**src/rtl/shift_reg_gated_elastic_lookup_pkg.sv**
```systemverilog
// shift_reg_gated_elastic_lookup_pkg: port-width helpers that keep Depth==0 ports non-empty
package shift_reg_gated_elastic_lookup_pkg;
   function automatic int unsigned cnt_width(input int unsigned depth);
      return (depth == 0) ? 1 : $clog2(depth + 1);
   endfunction
   function automatic int unsigned hit_width(input int unsigned depth);
      return (depth == 0) ? 1 : depth;
   endfunction
endpackage

```
**src/rtl/shift_reg_gated_elastic_lookup_if.sv**
```systemverilog
// shift_reg_gated_elastic_lookup_if: ready/valid descriptor stream carrying a lookup key and payload
interface shift_reg_gated_elastic_lookup_if #(
   parameter int unsigned KeyWidth = 32'd8,
   parameter type dtype = logic
);
   logic valid;
   logic ready;
   logic [KeyWidth-1:0] key;
   dtype data;
   modport master (output valid, key, data, input ready);
   modport slave (input valid, key, data, output ready);
endinterface

```
**src/rtl/shift_reg_gated_elastic_lookup_cmp.sv**
```systemverilog
// shift_reg_gated_elastic_lookup_cmp: parallel per-stage key comparators with OR-reduced hit
module shift_reg_gated_elastic_lookup_cmp #(
   parameter int unsigned Depth = 32'd4,
   parameter int unsigned KeyWidth = 32'd8
) (
   input logic [Depth-1:0] valid_i,
   input logic [Depth-1:0][KeyWidth-1:0] key_i,
   input logic [KeyWidth-1:0] lookup_key_i,
   output logic [Depth-1:0] hit_o,
   output logic any_o
);
   for (genvar i = 0; i < Depth; i++) begin : g_cmp
      assign hit_o[i] = valid_i[i] & (key_i[i] == lookup_key_i);
   end
   assign any_o = |hit_o;
endmodule

```
**src/rtl/shift_reg_gated_elastic_lookup.sv**
```systemverilog
// shift_reg_gated_elastic_lookup: elastic clock-gated shift register with flush, key lookup and occupancy count
module shift_reg_gated_elastic_lookup
   import shift_reg_gated_elastic_lookup_pkg::*;
#(
   parameter int unsigned Depth = 32'd4,
   parameter int unsigned KeyWidth = 32'd8,
   parameter type dtype = logic,
   localparam int unsigned CntWidth = cnt_width(Depth),
   localparam int unsigned HitWidth = hit_width(Depth)
) (
   input logic clk_i,
   input logic rst_ni,
   input logic flush_i,
   shift_reg_gated_elastic_lookup_if.slave in_s,
   shift_reg_gated_elastic_lookup_if.master out_m,
   input logic [KeyWidth-1:0] lookup_key_i,
   output logic [HitWidth-1:0] lookup_hit_o,
   output logic lookup_any_o,
   output logic [CntWidth-1:0] count_o
);
   if (Depth == 0) begin : g_pass
      assign out_m.valid = in_s.valid;
      assign out_m.key = in_s.key;
      assign out_m.data = in_s.data;
      assign in_s.ready = out_m.ready;
      assign lookup_hit_o = '0;
      assign lookup_any_o = 1'b0;
      assign count_o = '0;
   end else begin : g_reg
      logic advance;
      logic [Depth-1:0] valid_q, valid_d, valid_in;
      logic [Depth-1:0][KeyWidth-1:0] key_q, key_in;
      dtype data_q [Depth];
      dtype data_in [Depth];
      logic [CntWidth-1:0] cnt_d;
      assign advance = ~valid_q[Depth-1] | out_m.ready;
      assign in_s.ready = advance;
      always_comb begin
         valid_in[0] = in_s.valid;
         key_in[0] = in_s.key;
         data_in[0] = in_s.data;
         for (int i = 1; i < Depth; i++) begin
            valid_in[i] = valid_q[i-1];
            key_in[i] = key_q[i-1];
            data_in[i] = data_q[i-1];
         end
      end
      assign valid_d = flush_i ? '0 : advance ? valid_in : valid_q;
      always_comb begin
         cnt_d = '0;
         for (int i = 0; i < Depth; i++) cnt_d += CntWidth'(valid_d[i]);
      end
      // payload flops load only for valid entries so bubbles never toggle them
      always_ff @(posedge clk_i or negedge rst_ni) begin
         if (!rst_ni) begin
            valid_q <= '0;
            count_o <= '0;
            for (int i = 0; i < Depth; i++) begin
               key_q[i] <= '0;
               data_q[i] <= '0;
            end
         end else begin
            valid_q <= valid_d;
            count_o <= cnt_d;
            for (int i = 0; i < Depth; i++) begin
               if (advance & valid_d[i]) begin
                  key_q[i] <= key_in[i];
                  data_q[i] <= data_in[i];
               end
            end
         end
      end
      assign out_m.valid = valid_q[Depth-1];
      assign out_m.key = key_q[Depth-1];
      assign out_m.data = data_q[Depth-1];
      shift_reg_gated_elastic_lookup_cmp #(.Depth(Depth), .KeyWidth(KeyWidth)) u_cmp (
         .valid_i(valid_q),
         .key_i(key_q),
         .lookup_key_i(lookup_key_i),
         .hit_o(lookup_hit_o),
         .any_o(lookup_any_o)
      );
   end
endmodule

```
**src/flat_wrapper.sv**
```systemverilog
// flat-port wrapper written by rule: the top's interface ports become plain ports
module shift_reg_gated_elastic_lookup_flat import shift_reg_gated_elastic_lookup_pkg::*;
#(
   parameter int unsigned Depth = 32'd4,
   parameter int unsigned KeyWidth = 32'd8,
   parameter type dtype = logic,
   localparam int unsigned CntWidth = cnt_width(Depth),
   localparam int unsigned HitWidth = hit_width(Depth)
)
  (clk_i, rst_ni, flush_i, lookup_key_i, lookup_hit_o, lookup_any_o, count_o, in_s_valid, in_s_key, in_s_data, in_s_ready, out_m_valid, out_m_key, out_m_data, out_m_ready);
  shift_reg_gated_elastic_lookup_if #(.KeyWidth(KeyWidth), .dtype(dtype)) in_s_i ();
  shift_reg_gated_elastic_lookup_if #(.KeyWidth(KeyWidth), .dtype(dtype)) out_m_i ();
  input logic clk_i;
  input logic rst_ni;
  input logic flush_i;
  input logic [KeyWidth-1:0] lookup_key_i;
  output logic [HitWidth-1:0] lookup_hit_o;
  output logic lookup_any_o;
  output logic [CntWidth-1:0] count_o;
  input wire logic [$bits(in_s_i.valid)-1:0] in_s_valid;
  input wire logic [$bits(in_s_i.key)-1:0] in_s_key;
  input wire logic [$bits(in_s_i.data)-1:0] in_s_data;
  output wire logic [$bits(in_s_i.ready)-1:0] in_s_ready;
  output wire logic [$bits(out_m_i.valid)-1:0] out_m_valid;
  output wire logic [$bits(out_m_i.key)-1:0] out_m_key;
  output wire logic [$bits(out_m_i.data)-1:0] out_m_data;
  input wire logic [$bits(out_m_i.ready)-1:0] out_m_ready;
  assign in_s_i.valid = in_s_valid;
  assign in_s_i.key = in_s_key;
  assign in_s_i.data = in_s_data;
  assign in_s_ready = in_s_i.ready;
  assign out_m_valid = out_m_i.valid;
  assign out_m_key = out_m_i.key;
  assign out_m_data = out_m_i.data;
  assign out_m_i.ready = out_m_ready;
  shift_reg_gated_elastic_lookup #(.Depth(Depth), .KeyWidth(KeyWidth), .dtype(dtype)) u_core (.clk_i(clk_i), .rst_ni(rst_ni), .flush_i(flush_i), .in_s(in_s_i), .out_m(out_m_i), .lookup_key_i(lookup_key_i), .lookup_hit_o(lookup_hit_o), .lookup_any_o(lookup_any_o), .count_o(count_o));
endmodule
```
**config.mk**
```make
export PLATFORM = sky130hd
export DESIGN_NAME = shift_reg_gated_elastic_lookup_flat
export DESIGN_NICKNAME = d
export VERILOG_FILES = /design/src/rtl/shift_reg_gated_elastic_lookup_pkg.sv /design/src/rtl/shift_reg_gated_elastic_lookup_if.sv /design/src/rtl/shift_reg_gated_elastic_lookup_cmp.sv /design/src/rtl/shift_reg_gated_elastic_lookup.sv /design/src/flat_wrapper.sv
export SDC_FILE = /design/constraint.sdc
export NUM_CORES = 1
export LEC_CHECK = 0
export ABC_AREA = 1
export BUFFER_PORTS_ARGS = -buffer_cell sky130_fd_sc_hd__buf_4
export CORE_MARGIN = 5
export CORE_UTILIZATION = 37
export DETAILED_ROUTE_END_ITERATION = 8
export SETUP_SLACK_MARGIN = 0.15
export SYNTH_ARGS = -nofsm -noshare
export SYNTH_HDL_FRONTEND = slang
export SYNTH_SLANG_ARGS = --single-unit
```
**constraint.sdc**
```tcl
create_clock -name clk_i -period 1.7 [get_ports clk_i]
set_input_delay 0 -clock clk_i [delete_from_list [all_inputs] [get_ports clk_i]]
set_output_delay 0 -clock clk_i [all_outputs]
set_load 0.01 [all_outputs]
```
# After elaboration in Yosys (flattened, before gate mapping)
# Index checks and enable logic that the tools add are counted.
dict set report totals {
  reg_bits 43
  inputBits 22
}
dict set report classes {
  n_addsub 3
  n_eq_ne 4
  mux 2
  bitwise 10
  reduce_logical 1
}
# op n
set ops {}
lappend ops {{$eq A8 B8 Y1} 4}
lappend ops {{$and A1 B1 Y1} 8}
lappend ops {{$mux W4} 2}
lappend ops {{$add A3 B1 Y3} 2}
lappend ops {{$reduce_or A4 Y1} 1}
lappend ops {{$add A1 B1 Y2} 1}
lappend ops {{$not A1 Y1} 1}
lappend ops {{$or A1 B1 Y1} 1}

# Longest topological paths before layout
dict set report depth {
  ltp_word 7
  mapped_depth 10
}

# Hierarchy
# A second synthesis with hierarchy kept.
dict set report hier_totals {
  hier_cells 315
  hier_area_um2 2452.4
}
# module n_inst cells_each area_each_um2 seq_area_each_um2
set modules_own_cells {}
lappend modules_own_cells {shift_reg_gated_elastic_lookup 1 185 1869.3 1076.0}
lappend modules_own_cells {shift_reg_gated_elastic_lookup_cmp 1 130 583.1 0.0}

# Least setup slack after synthesis
# OpenSTA, ideal clock, no wires.
dict set report synth_path {
  path_type {reg-to-reg}
  start {reg u_core.g_reg.valid_q[3]}
  end {reg u_core.count_o[1]}
  arrival_ps 1785
  required_ps 1574
  setup_slack_ps -211
  stages_incl_launch_ff 10
  path_buffers 0
  cell_sequence {dfrtp_1 -> nand2_4 -> inv_2 -> nor2_1 -> nor2_4 -> ha_1 -> inv_1 -> fa_1 -> inv_1 -> ha_1}
}
dict set report synth_via {
  elab_chain_cells 7
}
# element line
set synth_rtl {}
lappend synth_rtl {{from (decl)} shift_reg_gated_elastic_lookup.sv:31} ;# logic [Depth-1:0] valid_q, valid_d, valid_in;
lappend synth_rtl {{from (signal assigned)} shift_reg_gated_elastic_lookup.sv:63} ;# valid_q <= valid_d;
lappend synth_rtl {{$not A1 Y1} shift_reg_gated_elastic_lookup.sv:36} ;# assign advance = ~valid_q[Depth-1] | out_m.ready;
lappend synth_rtl {{$or A1 B1 Y1} shift_reg_gated_elastic_lookup.sv:36}
lappend synth_rtl {{$mux W4 (2 in series)} shift_reg_gated_elastic_lookup.sv:48} ;# assign valid_d = flush_i ? '0 : advance ? valid_in : valid_q;
lappend synth_rtl {{named net u_core.g_reg.valid_d[1]} shift_reg_gated_elastic_lookup.sv:31}
lappend synth_rtl {{$add A1 B1 Y2} shift_reg_gated_elastic_lookup.sv:51} ;# for (int i = 0; i < Depth; i++) cnt_d += CntWidth'(valid_d[i]);
lappend synth_rtl {{$add A3 B1 Y3 (2 in series)} shift_reg_gated_elastic_lookup.sv:51}
lappend synth_rtl {{named net u_core.g_reg.cnt_d[1]} shift_reg_gated_elastic_lookup.sv:35} ;# logic [CntWidth-1:0] cnt_d;
lappend synth_rtl {{to (signal assigned)} shift_reg_gated_elastic_lookup.sv:64} ;# count_o <= cnt_d;
lappend synth_rtl {{to (decl)} shift_reg_gated_elastic_lookup.sv:19} ;# output logic [CntWidth-1:0] count_o
# The timed path passes the listed nets, and every way through them passes these cells.
# A chain may end at the register's enable or synchronous reset.

# Worst setup path in the final report
# Same ends and word-level chain as after synthesis.

==> results_dict.tcl <==
set metrics [dict create \
    status "finished, violations left" \
    failed_checks "setup timing" \
    grt_use_total_pct 14.5 \
    insertion_delay_ns 0.29 \
    ant_nets 0 \
    min_path_type "in2reg" \
    layout_setup_ws_ns -0.0188 \
    yosys_warnings 0 \
    yosysTopAreaCellShare_pct 46.3 \
    post-route-drc-count 0 \
    arrival_ns 1.90 \
    grt_max_degree 44 \
    power.density_mw_per_mm2 1030 \
    grt_pass1_vias 1837 \
    crit_type "reg2reg" \
    route.met3.wl_um 307 \
    slew_violations 0 \
    hold_slack_ns 0.101 \
    synth_ff_type "dfrtp_1" \
    die_area_sq_mm 0.00796 \
    cts_buffers 5 \
    grt_pass1_wl_um 8680 \
    wl_per_cell_um 12.4 \
    critPathLaunchType "flop" \
    hpwl_um 4120 \
    vias 2001 \
    routabilityCongestion 0.817 \
    finalSetupViolCount 1 \
    antenna_found_initial 0 \
    core-area_sq_mm 0.00603 \
    area_growth_pct 28.9 \
    drt-total-wl_um 5380 \
    vias_per_cell 4.60 \
    critPathRequiredTime_ns 1.88 \
    synth_fp_nets 325 \
    num_rows 28 \
    critPathMaxFanout 4 \
    synth_area_per_cell_sq_um 7.74 \
    drive_above_1_share_pct 25.8 \
    synth_cell_types 29 \
    dr.first_iter.drc_count 100 \
    drv_cap 0 \
    wl_met2_um 2460 \
    final_util_pct 49.7 \
    fp.dieW_um 89.2 \
    clockBufferDepth 2 \
    synth-async-reset-ratio_pct 100 \
    synth_seq_cells 43 \
    cts_tree "built" \
    highest_layer "met4" \
    finalHoldViolations 0 \
    ys_seq_area_share_pct 46.3 \
    port_buffers 40 \
    p_leak_nw 1.57 \
    ios 41 \
    synth.most_common_cell "nand2_1" \
    finish.net_count 386 \
    synth.area.top_cells "dfrtp_1 (46%), nand2_1 (15%), inv_1 (6.5%)" \
    path_clk_slew_ns 0.07 \
    irDropWorstVdd_mv 0.475 \
    htreeDepth 2 \
    start_util_pct 38.6 \
    syn_inst 300 \
    relSlewSlack_pct 63.3 \
    root_buffer "clkbuf_8" \
    finClkSkew_ns 0.00434 \
    tightestPinTransition_ns 0.551 \
    cp-end-kind "flop" \
    synth_top_area_cell "dfrtp_1" \
    synth_commonest_cells "nand2_1 (95), dfrtp_1 (43), inv_1 (40), nor2_1 (38), o21ai_0 (11)" \
    fmaxAchievable_mhz 582 \
    dr.pass1.iters 7 \
    layout_min_cycle_time_ns 1.72 \
    diodes 0 \
    netlist_area_sq_mm 0.00232 \
    fin_crit_sh_pct 101 \
    synth_edf_count 0 \
    total_power_mw 3.10 \
    die_h_um 89.2 \
    grt_overflow 0 \
    cts.sink_count 43 \
    rsz0062_at_grt "yes" \
    drt-met1-wl_um 2550 \
]
logic make-up (layout without fill, tap and decap cells):
group	after synthesis	after routing	share of synthesized area, %
flops	43	43	46.3
fa+ha+maj	3	3	1.94
simple gates	160	160	29.2
xor+xnor	4	4	1.51
buf+inv	47	107	8.67
compound gates	43	43	12.3
sequential cells by signal (all words and copies together) (netlist names):
name / count
u_core.out_m.key: 8
u_core.g_reg.data_in: 3
u_core.count_o: 3
u_core.g_reg.valid_q: 4
u_core.g_reg.key_in: 24
u_core.out_m.data: 1
cell type report:
type	count	area, sq um
Sequential cell	43	1080
Clock buffer	6	72.6
Inverter	41	156
Timing Repair Buffer	60	485
Multi-Input combinational cell	210	1110
Fill cell	626	3030
Tap cell	75	93.8
critical path, stage by stage, from the launching register on:
cell	delay (ns)
dfrtp_1	0.39
nand2_4	0.09
o21ai_2	0.17
nor2_4	0.07
ha_4	0.26
inv_2	0.03
fa_2	0.34
inv_2	0.07
ha_4	0.19
power by group:
group / switching [mW] / leakage [nW] / total (mW) / internal [mW]
clock network: 0.312 / 0.0371 / 0.586 / 0.274
registers: 0.209 / 0.527 / 1.50 / 1.29
logic: 0.550 / 1.00 / 1.01 / 0.461
per-stage QoR:
| stage | cell area, sq um | setup WS [ns] | cells | TNS [ns] |
|---|---|---|---|---|
| floorplan | 2340 | -0.123 | 300 | -0.201 |
| global placement | 2740 | -0.0145 | 416 | -0.0145 |
| detailed placement | 2740 | -0.0621 | 416 | -0.0621 |
| CTS | 2970 | -0.0500 | 434 | -0.0500 |
| global route | 2990 | -0.0619 | 435 | -0.0750 |
| finish | 2990 | -0.0188 | 435 | -0.0188 |
layer usage:
layer	vias up	global-route usage (%)
li1	1050	-
met4	0	4.47
met1	901	19.7
met2	45	22.8
met3	5	3.41
met5	-	0
worst paths after layout:
kind                                          from                       to  slack (ns)  cells past startpoint
min in group asynchronous                   rst_ni  u_core.g_reg.valid_q[1]        0.23                      2
hold reg to reg            u_core.g_reg.data_in[2]  u_core.g_reg.data_in[2]        0.49                      2
hold / removal                             flush_i  u_core.g_reg.valid_q[2]        0.10                      4
setup / recovery           u_core.g_reg.valid_q[3]        u_core.count_o[1]       -0.02                      8
setup reg to reg           u_core.g_reg.valid_q[3]        u_core.count_o[1]       -0.02                      8
max in group asynchronous                   rst_ni        u_core.count_o[2]        1.08                      2
placed cells by master, fill, tap and decap left out:
cell type	n
nor3b_1	1
inv_2	2
nand3b_1	2
dlygate4sd3_1	11
nor2_2	5
nand2_4	4
a21oi_2	8
xor2_1	1
dfrtp_1	43
nor2_1	33
nand4_1	3
o21ai_2	9
o21ai_1	7
fa_2	1
nand2_1	95
xnor2_1	3
buf_6	2
a21oi_1	8
clkbuf_1	1
or2_2	1
o21ai_0	10
inv_1	38
inv_4	1
a21oi_4	1
nand2_2	1
and3_1	1
nand3_1	10
nor2_4	4
buf_4	47
clkbuf_8	5
ha_4	2
timing repair:
| action | in CTS | in global routing |
|---|---|---|
| hold endpoints to repair | 53 | 0 |
| setup endpoints to repair | 4 | 7 |
| hold buffers | 11 | 0 |
| resized for setup | 7 | 6 |
| gates cloned | 0 | 0 |
| setup buffers | 1 | 1 |
| pin swaps | 6 | 7 |
Note: power is estimated with default switching activity, not from simulation.
